## config.mk

```make
export PLATFORM = sky130hd
export DESIGN_NAME = ibus_rom_responder
export DESIGN_NICKNAME = d
export VERILOG_FILES = /design/src/rtl/ibus_rom_responder.sv
export SDC_FILE = /design/constraint.sdc
export NUM_CORES = 1
export LEC_CHECK = 0
export ABC_AREA = 1
export CORE_ASPECT_RATIO = 0.6
export CORE_MARGIN = 10
export CORE_UTILIZATION = 38
export DETAILED_ROUTE_END_ITERATION = 10
export PLACE_DENSITY_LB_ADDON = 0.12
export SLEW_MARGIN = 20
export SYNTH_ARGS = -nofsm -noshare
export SYNTH_HDL_FRONTEND = slang
export SYNTH_SLANG_ARGS = --single-unit
```

## constraint.sdc

```tcl
create_clock -name clk -period 2.2 [get_ports clk]
set_input_delay 0.33 -clock clk [delete_from_list [all_inputs] [get_ports clk]]
set_output_delay 0.33 -clock clk [all_outputs]
set_load 0.02 [all_outputs]
```

## src/rtl/ibus_rom_responder.sv

```systemverilog
`default_nettype none
// ============================================================================
// Module   : ibus_rom_responder
// Purpose  : Serves naive_mips instruction fetches from a synchronous boot
//            ROM (1-cycle read latency). Each read is stretched by a
//            programmable number of wait cycles through ibus_stall. The block
//            flags premature read withdrawal and writes to ROM, and counts
//            completed fetches.
// Ports    : clk, rst             - clock, synchronous active-high reset
//            ibus_address         - CPU byte address; only [ADDR_WIDTH-1:2] used
//            ibus_byteenable      - unused, full word always returned
//            ibus_read/ibus_write - request strobes, held until completion
//            ibus_wrdata          - unused, ROM is not writable
//            ibus_rddata          - read data, valid in completion cycle, held
//            ibus_stall           - high while a request is pending
//            rom_addr             - combinational word address to the ROM
//            rom_rddata           - registered ROM output
//            err_abort/err_write  - sticky protocol error flags
//            fetch_count          - completed reads, wraps at 2^32
// Revision : 1.0 - initial release
// ============================================================================
module ibus_rom_responder #(
  parameter int ADDR_WIDTH  = 13,
  parameter int WAIT_CYCLES = 4
) (
  input  logic                  clk,
  input  logic                  rst,
  input  logic [31:0]           ibus_address,
  input  logic [3:0]            ibus_byteenable,
  input  logic                  ibus_read,
  input  logic                  ibus_write,
  input  logic [31:0]           ibus_wrdata,
  output logic [31:0]           ibus_rddata,
  output logic                  ibus_stall,
  output logic [ADDR_WIDTH-3:0] rom_addr,
  input  logic [31:0]           rom_rddata,
  output logic                  err_abort,
  output logic                  err_write,
  output logic [31:0]           fetch_count
);

  typedef enum logic [1:0] {
    ST_IDLE  = 2'd0,
    ST_FETCH = 2'd1,
    ST_WAIT  = 2'd2,
    ST_DONE  = 2'd3
  } state_t;

  // Last value of the wait counter before entering DONE; unused when the
  // build has no wait cycles.
  localparam logic [7:0] c_wait_last = 8'((WAIT_CYCLES > 0) ? WAIT_CYCLES - 1 : 0);
  localparam bit         c_has_wait  = (WAIT_CYCLES > 0);

  state_t                state_q;
  logic [ADDR_WIDTH-3:0] addr_q;
  logic [31:0]           data_q;
  logic [7:0]            cnt_q;
  logic [31:0]           rddata_q;
  logic                  err_abort_q;
  logic                  err_write_q;
  logic [31:0]           count_q;
  logic                  rd_done_q;   // DONE was reached by a read, not a write

  logic [ADDR_WIDTH-3:0] cur_word;

  assign cur_word    = ibus_address[ADDR_WIDTH-1:2];
  assign rom_addr    = cur_word;
  assign ibus_stall  = (ibus_read | ibus_write) & (state_q != ST_DONE);
  assign ibus_rddata = rddata_q;
  assign err_abort   = err_abort_q;
  assign err_write   = err_write_q;
  assign fetch_count = count_q;

  // Address bits outside the decoded window, byte enables and write data
  // carry no meaning for a ROM.
  logic unused_inputs;
  assign unused_inputs = ^{ibus_byteenable, ibus_wrdata,
                           ibus_address[31:ADDR_WIDTH], ibus_address[1:0]};

  always_ff @(posedge clk) begin
    if (rst) begin
      state_q     <= ST_IDLE;
      addr_q      <= '0;
      data_q      <= '0;
      cnt_q       <= '0;
      rddata_q    <= '0;
      err_abort_q <= 1'b0;
      err_write_q <= 1'b0;
      count_q     <= '0;
      rd_done_q   <= 1'b0;
    end else begin
      case (state_q)
        ST_IDLE: begin
          // A write wins over a simultaneous read: it is an error either way.
          if (ibus_write) begin
            err_write_q <= 1'b1;
            rd_done_q   <= 1'b0;
            state_q     <= ST_DONE;
          end else if (ibus_read) begin
            addr_q  <= cur_word;
            state_q <= ST_FETCH;
          end
        end

        ST_FETCH, ST_WAIT: begin
          if (ibus_write || !ibus_read) begin
            // Withdrawn read, or a write cutting in: drop the fetch. A write
            // is then served from IDLE on the following cycle.
            err_abort_q <= 1'b1;
            state_q     <= ST_IDLE;
          end else if (cur_word != addr_q) begin
            // Redirect after a pipeline flush: refetch the new word. The ROM
            // is already registering the new address at this edge.
            addr_q  <= cur_word;
            cnt_q   <= '0;
            state_q <= ST_FETCH;
          end else if (state_q == ST_FETCH) begin
            data_q <= rom_rddata;
            cnt_q  <= '0;
            if (c_has_wait) begin
              state_q <= ST_WAIT;
            end else begin
              // No wait phase: present the ROM word directly in DONE.
              rddata_q  <= rom_rddata;
              rd_done_q <= 1'b1;
              state_q   <= ST_DONE;
            end
          end else begin
            cnt_q <= cnt_q + 8'd1;
            if (cnt_q == c_wait_last) begin
              rddata_q  <= data_q;
              rd_done_q <= 1'b1;
              state_q   <= ST_DONE;
            end
          end
        end

        ST_DONE: begin
          // The read completes in this cycle only if it is still asserted.
          if (rd_done_q && ibus_read) begin
            count_q <= count_q + 32'd1;
          end
          state_q <= ST_IDLE;
        end

        default: state_q <= ST_IDLE;
      endcase
    end
  end

endmodule
`default_nettype wire

```

==> results.cfg <==
[global_routing]
grt_overflow_total = 0
grt_pass1_wl_um = 28000
antenna_found_initial = 0
grt_pass1_vias = 5186
grt_usage_pct = 16.2
grt_max_degree = 65

[synthesis]
ys_types = 35
yosys_warnings = 0
synth_seq_cells = 120
syn_avg_cell_area_um2 = 6.91
syn_area_um2 = 5900
synthCells = 854
synth_fp_nets = 965
ys_seq_area_share_pct = 40.7

[sta]
clock_skew_ns = 0.0147
post-route-period-util_pct = 96.8
relSlewSlack_pct = 62.5
grt_setup_unrepaired = false
final_max_slew_viol_count = 0
hold_viol = 0
fmax_mhz = 470
setup_viol = 0
tightest_slew_ns = 0.558
setup_ws_ns = 0.0713
min_period_ns = 2.13

[power]
ir_drop_uv = 437
powerDensity_nw_per_um2 = 699
power_uw = 5600
leakage_uw = 0.00294

[route]
wl_met3_um = 1090
drt-total-wl_um = 17100
drtAntennaViolNets = 0
routed_via_density = 4.66
drc = 0
first_iter_violations = 468
firstDrtPassIters = 5
num_vias = 5591
met1_length_um = 9500
wl_per_cell_um = 14.2
highest_layer = met4
wl_met2_um = 6370

[worst_setup_path]
reg2regPathDepth = 10
rrSetupSlack_ns = 0.25
max_stage_delay_ns = 0.63
start_kind = register
cp_top_family = buffers and inverters
r2r-end = ibus_rddata[25]
cp_max_fo = 4
critPathArrivalTime_ns = 1.80
critPathKind = reg2out
cp_num_buf_inv = 1
reg2reg_from = state_q[0]
path_cells = ha_1, nor2_1, clkdlybuf4s50_1
cpMaxStageDelayCell = clkdlybuf4s50_1
cp-end-kind = primary output
startpoint = state_q[0]
critPathRequiredTime_ns = 1.87

[finish]
layout.cells.most_common_list = 204 x nand2_1, 132 x nor2_1, 123 x clkdlybuf4s50_1, 120 x dfxtp_1, 96 x nand3_1
area.growth.synth_to_final_pct = 35.6
final_cells = 1201
layout-drive-gt1-share_pct = 9.42
layout_commonest_cell = nand2_1
antenna_cells = 0
fin_util_pct = 52.4
nNetsFinal = 1097

[cts]
cts_setup_buffers = 0
numCtsBuffers = 17
cts_hold_buf = 0
cts_tree = yes
clk_pin_slew_worst_paths_ns = 0.06
clockBufferDepth = 2
ctsResizeCount = 0
insertion_delay_ns = 0.41
h-tree-depth = 4
cts.sinks = 120
clockRootBuffer = clkbuf_16

[hold_path]
hp-class = in2reg
min_from = rst
whs_path_depth = 3
hold-path-endpoint = fetch_count[4]

[floorplan]
io_pins = 182
rows = 35
start_util_pct = 38.6
fp.dieH_um = 117
coreArea_um2 = 15300
die_area_um2 = 21100
fp.dieW_um = 181

[placement]
routabilityCongestion = 0.890
dp_slack_ns = -0.0471
dpl.hpwl_um = 12200
dp.cells = 1170
port_buffers = 124

[run_status]
status = completed

[job]
cap_violations = 0
worst register-to-register path, cell delays in order, from the launching register on:
cell and delay, ns:
dfxtp_1 0.39, inv_1 0.10, ha_1 0.38, inv_1 0.12
nor2_4 0.20, nand3_4 0.10, nor2_4 0.15, buf_4 0.20
nand3_1 0.09, nand2_1 0.07, nor2_1 0.04
routing by layer:
| metal | vias up | GRT usage [%] |
|---|---|---|
| met3 | 9 | 4.83 |
| met5 | - | 0 |
| met4 | 0 | 3.65 |
| met1 | 2492 | 25.0 |
| met2 | 143 | 20.9 |
| li1 | 2947 | - |
how the worst max path moves through the flow:
stage	to	slack, ns	cells after the start
after CTS	ibus_stall	0.03	3
after global placement	data_q[12]	-0.02	12
after detailed placement	data_q[11]	-0.05	12
after floorplan	ibus_rddata[0]	0.46	11
final	ibus_stall	0.07	3
after global routing	ibus_stall	0.0003	3
layout make-up:
cell class	count	area, um2
fill	1539	7270
multi-input combinational	587	2800
sequential	120	2400
timing repair buffer	159	1570
clock buffer	17	425
inverter	101	379
tap	203	254
clock inverter	14	174
cell families (layout without fill, tap and decap cells):
family	after synthesis	after routing	share of synthesized area, %
DFF	120	120	40.7
AOI/OAI and AO/OA	89	89	7.82
adders and majority gates	7	7	1.48
and+or+nand+nor	476	476	35.8
buffers and inverters	147	291	12.0
xor gates and xnor gates	15	15	2.22
cell usage after synthesis, drive strengths merged:
cell,n,area (um2)
a211oi,3,22.5
a21oi,69,345
a221oi,1,8.76
buf,35,288
clkbuf,11,41.3
clkinv,1,3.75
dfxtp,120,2400
ha,7,87.6
inv,100,375
nand2,207,795
nand3,100,536
nand4,9,71.3
nor2,142,602
nor3,16,96.4
nor3b,1,7.51
nor4,1,6.26
o21a,2,15.0
o21ai,14,70.1
xnor2,5,43.8
xor2,10,87.6
where the power goes:
group	switching [uW]	internal, uW	leakage [uW]	total, uW
sequential	24.0	2200	0.000968	2230
combinational	309	223	0.00168	532
clock	1060	1780	0.000293	2840
through the flow:
stage / instance area (um2) / hold slack (ns) / TNS [ns]
3_3_place_gp: 7410 / 0.449 / -0.625
5_1_grt: 8010 / 0.422 / 0
2_1_floorplan: 5900 / 0.439 / 0
6_report: 8010 / 0.415 / 0
4_1_cts: 8010 / 0.412 / 0
3_5_place_dp: 7410 / 0.455 / -1.07
registers in the layout (all words and copies together), names as in the netlist:
register     count
data_q          32
fetch_count     32
ibus_rddata     32
addr_q          11
cnt_q            8
state_q          2
err_abort        1
err_write        1
rd_done_q        1
(Power assumes the default switching activity.)
